File: config.mk
export PLATFORM = sky130hd
export DESIGN_NAME = mac_sequencer
export DESIGN_NICKNAME = d
export VERILOG_FILES = /design/src/rtl/mac_sequencer.sv
export SDC_FILE = /design/constraint.sdc
export NUM_CORES = 1
export LEC_CHECK = 0
export ABC_AREA = 1
export CAP_MARGIN = 20
export CORE_MARGIN = 2
export CORE_UTILIZATION = 50
export DETAILED_ROUTE_END_ITERATION = 8
export PLACE_DENSITY_LB_ADDON = 0.2
export SYNTH_ARGS = -nofsm -noshare
export SYNTH_HDL_FRONTEND = slang
export SYNTH_SLANG_ARGS = --single-unit
File: constraint.sdc
create_clock -name clock_i -period 2.85 [get_ports clock_i]
set_input_delay 0.57 -clock clock_i [delete_from_list [all_inputs] [get_ports clock_i]]
set_output_delay 0.57 -clock clock_i [all_outputs]
set_load 0.005 [all_outputs]
File: src/rtl/mac_sequencer.sv
// Sequences one signed dot product through an external DSP multiplier.
// The result is accumulated with saturation and held on a valid/ready output.
//
// state    | meaning
// IDLE     | waiting for start; len and bias captured on acceptance
// FETCH    | one buffer read per cycle, addr = 0..len-1
// DRAIN    | waits for all issued products to retire into the accumulator
// OUTPUT   | acc_out_o held with out_valid_o until out_ready_i
module mac_sequencer #(
  parameter int ADDR_W   = 10,
  parameter int CNT_W    = 11,
  parameter int MULT_LAT = 1,
  parameter int ACC_W    = 24
) (
  input  logic              clock_i,
  input  logic              aclr_i,
  input  logic              start_i,
  input  logic [CNT_W-1:0]  len_i,
  input  logic [7:0]        bias_i,
  output logic              busy_o,
  output logic [ADDR_W-1:0] addr_o,
  output logic              rd_en_o,
  input  logic [7:0]        wdata_i,
  input  logic [7:0]        xdata_i,
  output logic [7:0]        mult_dataa_o,
  output logic [7:0]        mult_datab_o,
  output logic [7:0]        mult_sumin_o,
  output logic              mult_clken_o,
  input  logic [15:0]       mult_result_i,
  output logic [ACC_W-1:0]  acc_out_o,
  output logic              out_valid_o,
  input  logic              out_ready_i
);

  typedef enum logic [1:0] {
    S_IDLE   = 2'd0,
    S_FETCH  = 2'd1,
    S_DRAIN  = 2'd2,
    S_OUTPUT = 2'd3
  } state_t;

  localparam logic [ACC_W-1:0] ACC_MAX = {1'b0, {(ACC_W-1){1'b1}}};
  localparam logic [ACC_W-1:0] ACC_MIN = {1'b1, {(ACC_W-1){1'b0}}};

  state_t              state_q, state_d;
  logic [CNT_W-1:0]    rem_q;
  logic [ADDR_W-1:0]   addr_q;
  logic [7:0]          bias_q;
  logic                first_q;
  logic                op0_q;
  logic [MULT_LAT:0]   vld_q;
  logic [ACC_W-1:0]    acc_q;
  logic                sat_q;

  logic                accept;
  logic                fetch;
  logic [ACC_W:0]      sum_w;
  logic                ovf;

  assign accept = (state_q == S_IDLE) && start_i;
  assign fetch  = (state_q == S_FETCH);

  always_comb begin
    state_d = state_q;
    case (state_q)
      S_IDLE:   if (start_i) state_d = (len_i == '0) ? S_OUTPUT : S_FETCH;
      S_FETCH:  if (rem_q == CNT_W'(1)) state_d = S_DRAIN;
      S_DRAIN:  if (vld_q == '0) state_d = S_OUTPUT;
      S_OUTPUT: if (out_ready_i) state_d = S_IDLE;
      default:  state_d = S_IDLE;
    endcase
  end

  // One extra guard bit catches signed overflow of the running sum.
  always_comb begin
    sum_w = {acc_q[ACC_W-1], acc_q} + {{(ACC_W-15){mult_result_i[15]}}, mult_result_i};
    ovf   = sum_w[ACC_W] ^ sum_w[ACC_W-1];
  end

  always_ff @(posedge clock_i) begin
    if (aclr_i) begin
      state_q <= S_IDLE;
      rem_q   <= '0;
      addr_q  <= '0;
      bias_q  <= '0;
      first_q <= 1'b0;
      op0_q   <= 1'b0;
      vld_q   <= '0;
      acc_q   <= '0;
      sat_q   <= 1'b0;
    end else begin
      state_q <= state_d;
      vld_q   <= {vld_q[MULT_LAT-1:0], fetch};
      op0_q   <= fetch && first_q;
      if (accept) begin
        rem_q   <= len_i;
        addr_q  <= '0;
        bias_q  <= bias_i;
        first_q <= 1'b1;
        sat_q   <= 1'b0;
        acc_q   <= (len_i == '0) ? {{(ACC_W-8){bias_i[7]}}, bias_i} : '0;
      end
      if (fetch) begin
        rem_q   <= rem_q - CNT_W'(1);
        addr_q  <= addr_q + ADDR_W'(1);
        first_q <= 1'b0;
      end
      // Once saturated the accumulator is frozen for the rest of the job.
      if (vld_q[MULT_LAT] && !sat_q) begin
        if (ovf) begin
          acc_q <= sum_w[ACC_W] ? ACC_MIN : ACC_MAX;
          sat_q <= 1'b1;
        end else begin
          acc_q <= sum_w[ACC_W-1:0];
        end
      end
    end
  end

  assign busy_o       = (state_q != S_IDLE);
  assign rd_en_o      = fetch;
  assign addr_o       = addr_q;
  assign mult_dataa_o = wdata_i;
  assign mult_datab_o = xdata_i;
  assign mult_sumin_o = op0_q ? bias_q : 8'd0;
  assign mult_clken_o = fetch || (state_q == S_DRAIN);
  assign acc_out_o    = acc_q;
  assign out_valid_o  = (state_q == S_OUTPUT);

endmodule
# [Word level (Yosys, flattened, before mapping)]
# Cells that the tools add are included.
# W data, S select, Z words.
[classes] addsub=3 n_eq_ne=8 muxes=19 bitwise=1 reduce_logical=13
[ops] op="$mux W24" count=5
[ops] op="$add A24 B16 Y25" count=1
[ops] op="$mux W11" count=2
[ops] op="$mux W10" count=2
[ops] op="$eq A11 B1 Y1 const B" count=1
[ops] op="$logic_not A11 Y1" count=1
[ops] op="$sub A11 B1 Y11 const B" count=1
[ops] op="$add A10 B1 Y10 const B" count=1
[ops] op="$mux W2" count=5
[ops] op="$mux W8" count=1
[ops] op="$pmux W2 S4" count=1
[ops] op="$reduce_bool A2 Y1" count=3
[ops] op="$eq A2 B2 Y1 const B" count=2
[ops] op="$logic_not A2 Y1" count=2
[ops] op="$ne A2 B1 Y1 const B" count=2
[ops] op="$ne A2 B2 Y1 const B" count=2
[ops] op="$reduce_and A4 Y1" count=1
[ops] op="$logic_and A1 B1 Y1" count=3
[ops] op="$mux W1" count=3
[ops] op="$eq A2 B1 Y1 const B" count=1
[ops] op="$reduce_or A2 Y1" count=1
[ops] op="$logic_not A1 Y1" count=1
[ops] op="$logic_or A1 B1 Y1" count=1
[ops] op="$xor A1 B1 Y1" count=1
[totals] register_bits=60 inputBits=55 output_inout_bits=62 wordCells=53

# [Depth between registers and ports, before layout]
[depth] word_depth=5 ltp_mapped=16 mapped_depth_nobuf=16

# [Worst setup path after synthesis]
# OpenSTA, ideal clock, no wires.
[synth_timing] kind="input -> register" startpoint="input port mult_result_i[0]" endpoint="register acc_q[15] (netlist: acc_out_o[15])" setup_ns=0.128 arrival_ns=2.231 required_time_ns=2.722 path_slack_ns=0.491 stages=14 path_buffers=1 cell_sequence="ha_1 inv_1 fa_1 o21ai_1 nand3_1 nand2_2 nand2_2 nand4_1 nand2_2 nand3_4 buf_6 nand3_1 a21oi_1 nor2_1"
[synth_via] elab_chain_len=4 elab_cells_between_ends=5 cone_classes="1 x add/sub; 3 x mux; 1 x bitwise"
[synth_rtl] item="from (decl)" line_no="29" source="input logic [15:0] mult_result_i,"
[synth_rtl] item="$add A24 B16 Y25 (*)" line_no="76" source="sum_w = {acc_q[ACC_W-1], acc_q} + {{(ACC_W-15){mult_result_i[15]}}, mult_result_i};"
[synth_rtl] item="$mux W24 or $xor A1 B1 Y1 (tied branches)" line_no="111, 77"
[synth_rtl] item="$mux W24 (*)" line_no="110" source="if (ovf) begin"
[synth_rtl] item="$mux W24 (*)" line_no="109" source="if (vld_q[MULT_LAT] && !sat_q) begin"
[synth_rtl] item="to (signal assigned)" line_no="101" source="acc_q <= (len_i == '0) ? {{(ACC_W-8){bias_i[7]}}, bias_i} : '0;"
[synth_rtl] item="to (signal assigned)" line_no="111" source="acc_q <= sum_w[ACC_W] ? ACC_MIN : ACC_MAX;"
[synth_rtl] item="to (signal assigned)" line_no="114" source="acc_q <= sum_w[ACC_W-1:0];"
[synth_rtl] item="to (decl)" line_no="52" source="logic [ACC_W-1:0] acc_q;"
# Mark *: on every way between the ends. The rest lies on a longest branch, timed or not.
# A chain may end at the register's enable or synchronous reset.

# [Worst setup path after layout]
[layout_timing] startpoint="input port mult_result_i[15]" endpoint="register acc_q[12] (netlist: acc_out_o[12])"
# The elaborated chain is that of the path after synthesis.

==> summary.txt <==
Outcome
  • Status: finished, final reports clean

Cells and area
  • Layout cell share with drive strength beyond 1: 11.8%
  • Util after Layout: 67.2%
  • P&R area growth vs syn: 29.3%
  • N_diodes: 0
  • Layout fillers: 795
  • Layout Nets: 894

Logic synthesis
  • Commonest cells post-synth: nand2_1, inv_1, nor2_1
  • Top cell type's share of synthesized area: 26.3%
  • #FFs+latches synth: 60
  • Most numerous cell in the Yosys netlist: nand2_1
  • Post-synth top flop: dfxtp_1
  • Post-Syn Nets: 793
  • Syn Inst Count: 705
  • Synth cell types: 42
  • Cell Area, Synth: 4570 µm²
  • Ys Warns: 0
  • Cell taking the most area after synthesis: dfxtp_1
  • Ys async rst share: 0%
  • Number of synthesized flops with an enable pin: 0
  • Avg Inst Size Synth: 6.49 µm²
  • Register area share after synthesis: 26.3%
  • Area contributors post-synth: dfxtp_1, nand2_1, ha_1, inv_1, nor2_1

Timing
  • Setup TNS: 0 ns
  • Final Skew: 0.0113 ns
  • Max Slew Vio Count: 0
  • Final Cycle Share: 94.8%
  • Max_slew headroom: 54.8%
  • WHS: 0.439 ns
  • Final Setup Violations: 0
  • FMAX: 0.370 GHz
  • Final min period: 2.70 ns
  • RSZ-0062 raised after global routing: true
  • Worst-margin pin slew: 0.676 ns
  • Final hold vios: 0

GRT
  • All-Layer GR Usage: 25.5%
  • Pin count of the biggest net entering global routing: 34
  • GRT Residual Overflow: 0
  • First-pass GRT wire length: 20.9 mm
  • Vias in the first global route: 4762
  • Initial antenna violation count: 0

Worst setup path
  • Most frequent CP cell: nand2_1
  • Cell class contributing the biggest share of worst-path delay: simple AND/OR/NAND/NOR gates
  • CP Depth: 14
  • WP data required: 3.08 ns
  • CP startpoint kind: primary input
  • Worst Path Arrival: 2.93 ns
  • Worst stage delay on the critical path: 0.40 ns
  • Worst r2r src: acc_out_o[0]
  • Worst-path cell chain: clkdlybuf4s50_1 > buf_4 > ha_1 > a21oi_1 > and2_1 > nand2_1 > nand2_1 > nand3_2 > nand2_1 > nand2_2 > nand3_4 > nand3_1 > a21oi_2 > nor2_1
  • Critical Setup Path Class: in2reg
  • R2R cell count: 13
  • Crit Path Max Fanout: 18
  • CP max stage cell: clkdlybuf4s50_1
  • Crit path launch: mult_result_i[15]
  • Worst path bufs/invs: 2
  • Critical Path Sink Type: register

Floorplan
  • I/O Pins: 117
  • Die width: 99.7 µm
  • Core Region: 8810 µm²
  • Rows: 34
  • Starting Density: 51.9%
  • Chip Height: 99.7 µm
  • Full die area: 9930 µm²

Place
  • Dpl hpwl: 9.49 mm
  • RePlAce Congestion: 0.891
  • Buffers added on ports: 84

Min path
  • Worst Hold Depth: 2
  • Hold Path Class: reg2reg
  • Hold_sp: vld_q[0]

Clocking
  • Clk sinks: 60
  • CTS H-tree depth: 3
  • CTS tree: yes
  • CTS max path bufs: 2
  • Clk root buf: clkbuf_8
  • TritonCTS Buffers: 9
  • Clk slew on worst S/H paths: 0.08 ns
  • Clock Latency Late Sink: 0.35 ns
  • Setup repair bufs after CTS: 0

Drt
  • WL/cell: 13.5 µm
  • Drt first pass iters: 5
  • ANT nets after route: 0
  • 1st-iter DRT viols: 186
  • Via/cell ratio: 5.23
  • Routed wire length: 12.4 mm
  • Vias: 4803
  • # DRC: 0

Job
  • Max-cap viol count: 0

Pwr
  • Pwr per Cell Area: 622 nW/µm²
  • VDD IR-drop max: 0.000484 V
  • Total power: 3.68 mW
  • Leak: 2.81 nW
==> where the power goes <==
group / switching, mW / internal, mW / total, mW
Clock: 0.387 / 0.524 / 0.911
Combinational: 0.937 / 0.702 / 1.64
Sequential: 0.134 / 0.993 / 1.13
==> flip-flops by register name, summed over array words and instances (netlist names) <==
register	flops
sat_q	1
addr_o	10
first_q	1
rem_q	11
vld_q	2
op0_q	1
acc_out_o	24
bias_q	8
state_q	2
==> repair_timing <==
item / 4_1_cts / 5_1_grt
endpoints found under the setup margin: 0 / 21
resized for setup: 0 / 7
hold buffers: 0 / 0
==> worst paths after layout <==
check	endpoint	slack [ns]
min	vld_q[1]	0.44
min reg2reg	vld_q[1]	0.44
max	acc_out_o[12]	0.15
max reg2reg	acc_out_o[12]	0.51
==> cell type report <==
class / count / area, µm² / area share, %
Clock buffer: 10 / 138 / 2.33
Inverter: 89 / 334 / 5.65
Timing Repair Buffer: 123 / 1150 / 19.4
Tap cell: 108 / 135 / 2.28
Sequential cell: 60 / 1200 / 20.3
Clock inverter: 6 / 93.8 / 1.59
Multi-Input combinational cell: 523 / 2870 / 48.5
==> through the flow <==
| step | setup slack [ns] | cells | area [µm²] |
|---|---|---|---|
| floorplan | 0.491 | 705 | 4570 |
| global placement | -0.112 | 903 | 5650 |
| detailed placement | -0.232 | 903 | 5650 |
| CTS | 0.127 | 919 | 5880 |
| global route | -0.0175 | 919 | 5910 |
| finish | 0.148 | 919 | 5910 |
==> routing by layer <==
| metal | share of wire (%) | wire [µm] | GRT usage [%] | vias to the layer above |
|---|---|---|---|---|
| met1 | 44 | 5500 | 30.5 | 2168 |
| met4 | 1.9 | 239 | 9.69 | 0 |
| met5 | 0 | 0 | 0 | - |
| met3 | 4.4 | 549 | 3.37 | 21 |
| li1 | - | - | - | 2473 |
| met2 | 49 | 6100 | 46.3 | 141 |
==> cells in the final DEF (no fill, tap or decap), types with 2 or more instances in the layout <==
master           synthesis  layout
nand4_1                  8       8
xnor2_1                 10      10
nor4_1                   2       2
clkbuf_8                 0      10
a311oi_1                 2       2
inv_6                    0       2
inv_1                   88      88
a31oi_1                  6       6
buf_4                   17      38
xor2_1                  13      13
o21bai_1                 3       3
nor2_1                  71      67
nand3_1                 36      36
o211ai_1                 2       2
nor2_2                   2       6
nor3_1                   6       6
bufinv_16                0       2
and2_1                   2       2
ha_1                    32      31
nand3_2                  7       7
a211oi_1                 3       3
o21ai_0                 33      33
nand2_1                194     194
nand2_2                 11      11
o22ai_1                  5       5
a21oi_2                 10      12
clkdlybuf4s50_1          0      84
a22oi_1                  3       3
dfxtp_1                 60      60
a21oi_1                 49      47
==> worst reg2reg max path: cells and delay by family (launching register included) <==
kind | cells | cell delay (ns)
simple gates | 8 | 0.92
fa+ha+maj | 2 | 0.56
flops | 1 | 0.37
compound gates | 2 | 0.31
buf+inv | 1 | 0.06
==> cells by family after synthesis <==
group / after synthesis / synth area share, %
AO/OA/AOI/OAI: 121 / 15.5
XOR/XNOR: 23 / 4.40
adder cells (fa/ha/maj): 33 / 9.19
buffers and inverters: 122 / 11.7
flip-flops: 60 / 26.3
AND/OR/NAND/NOR: 346 / 32.9
No activity file was read; power rests on OpenSTA's default activity.
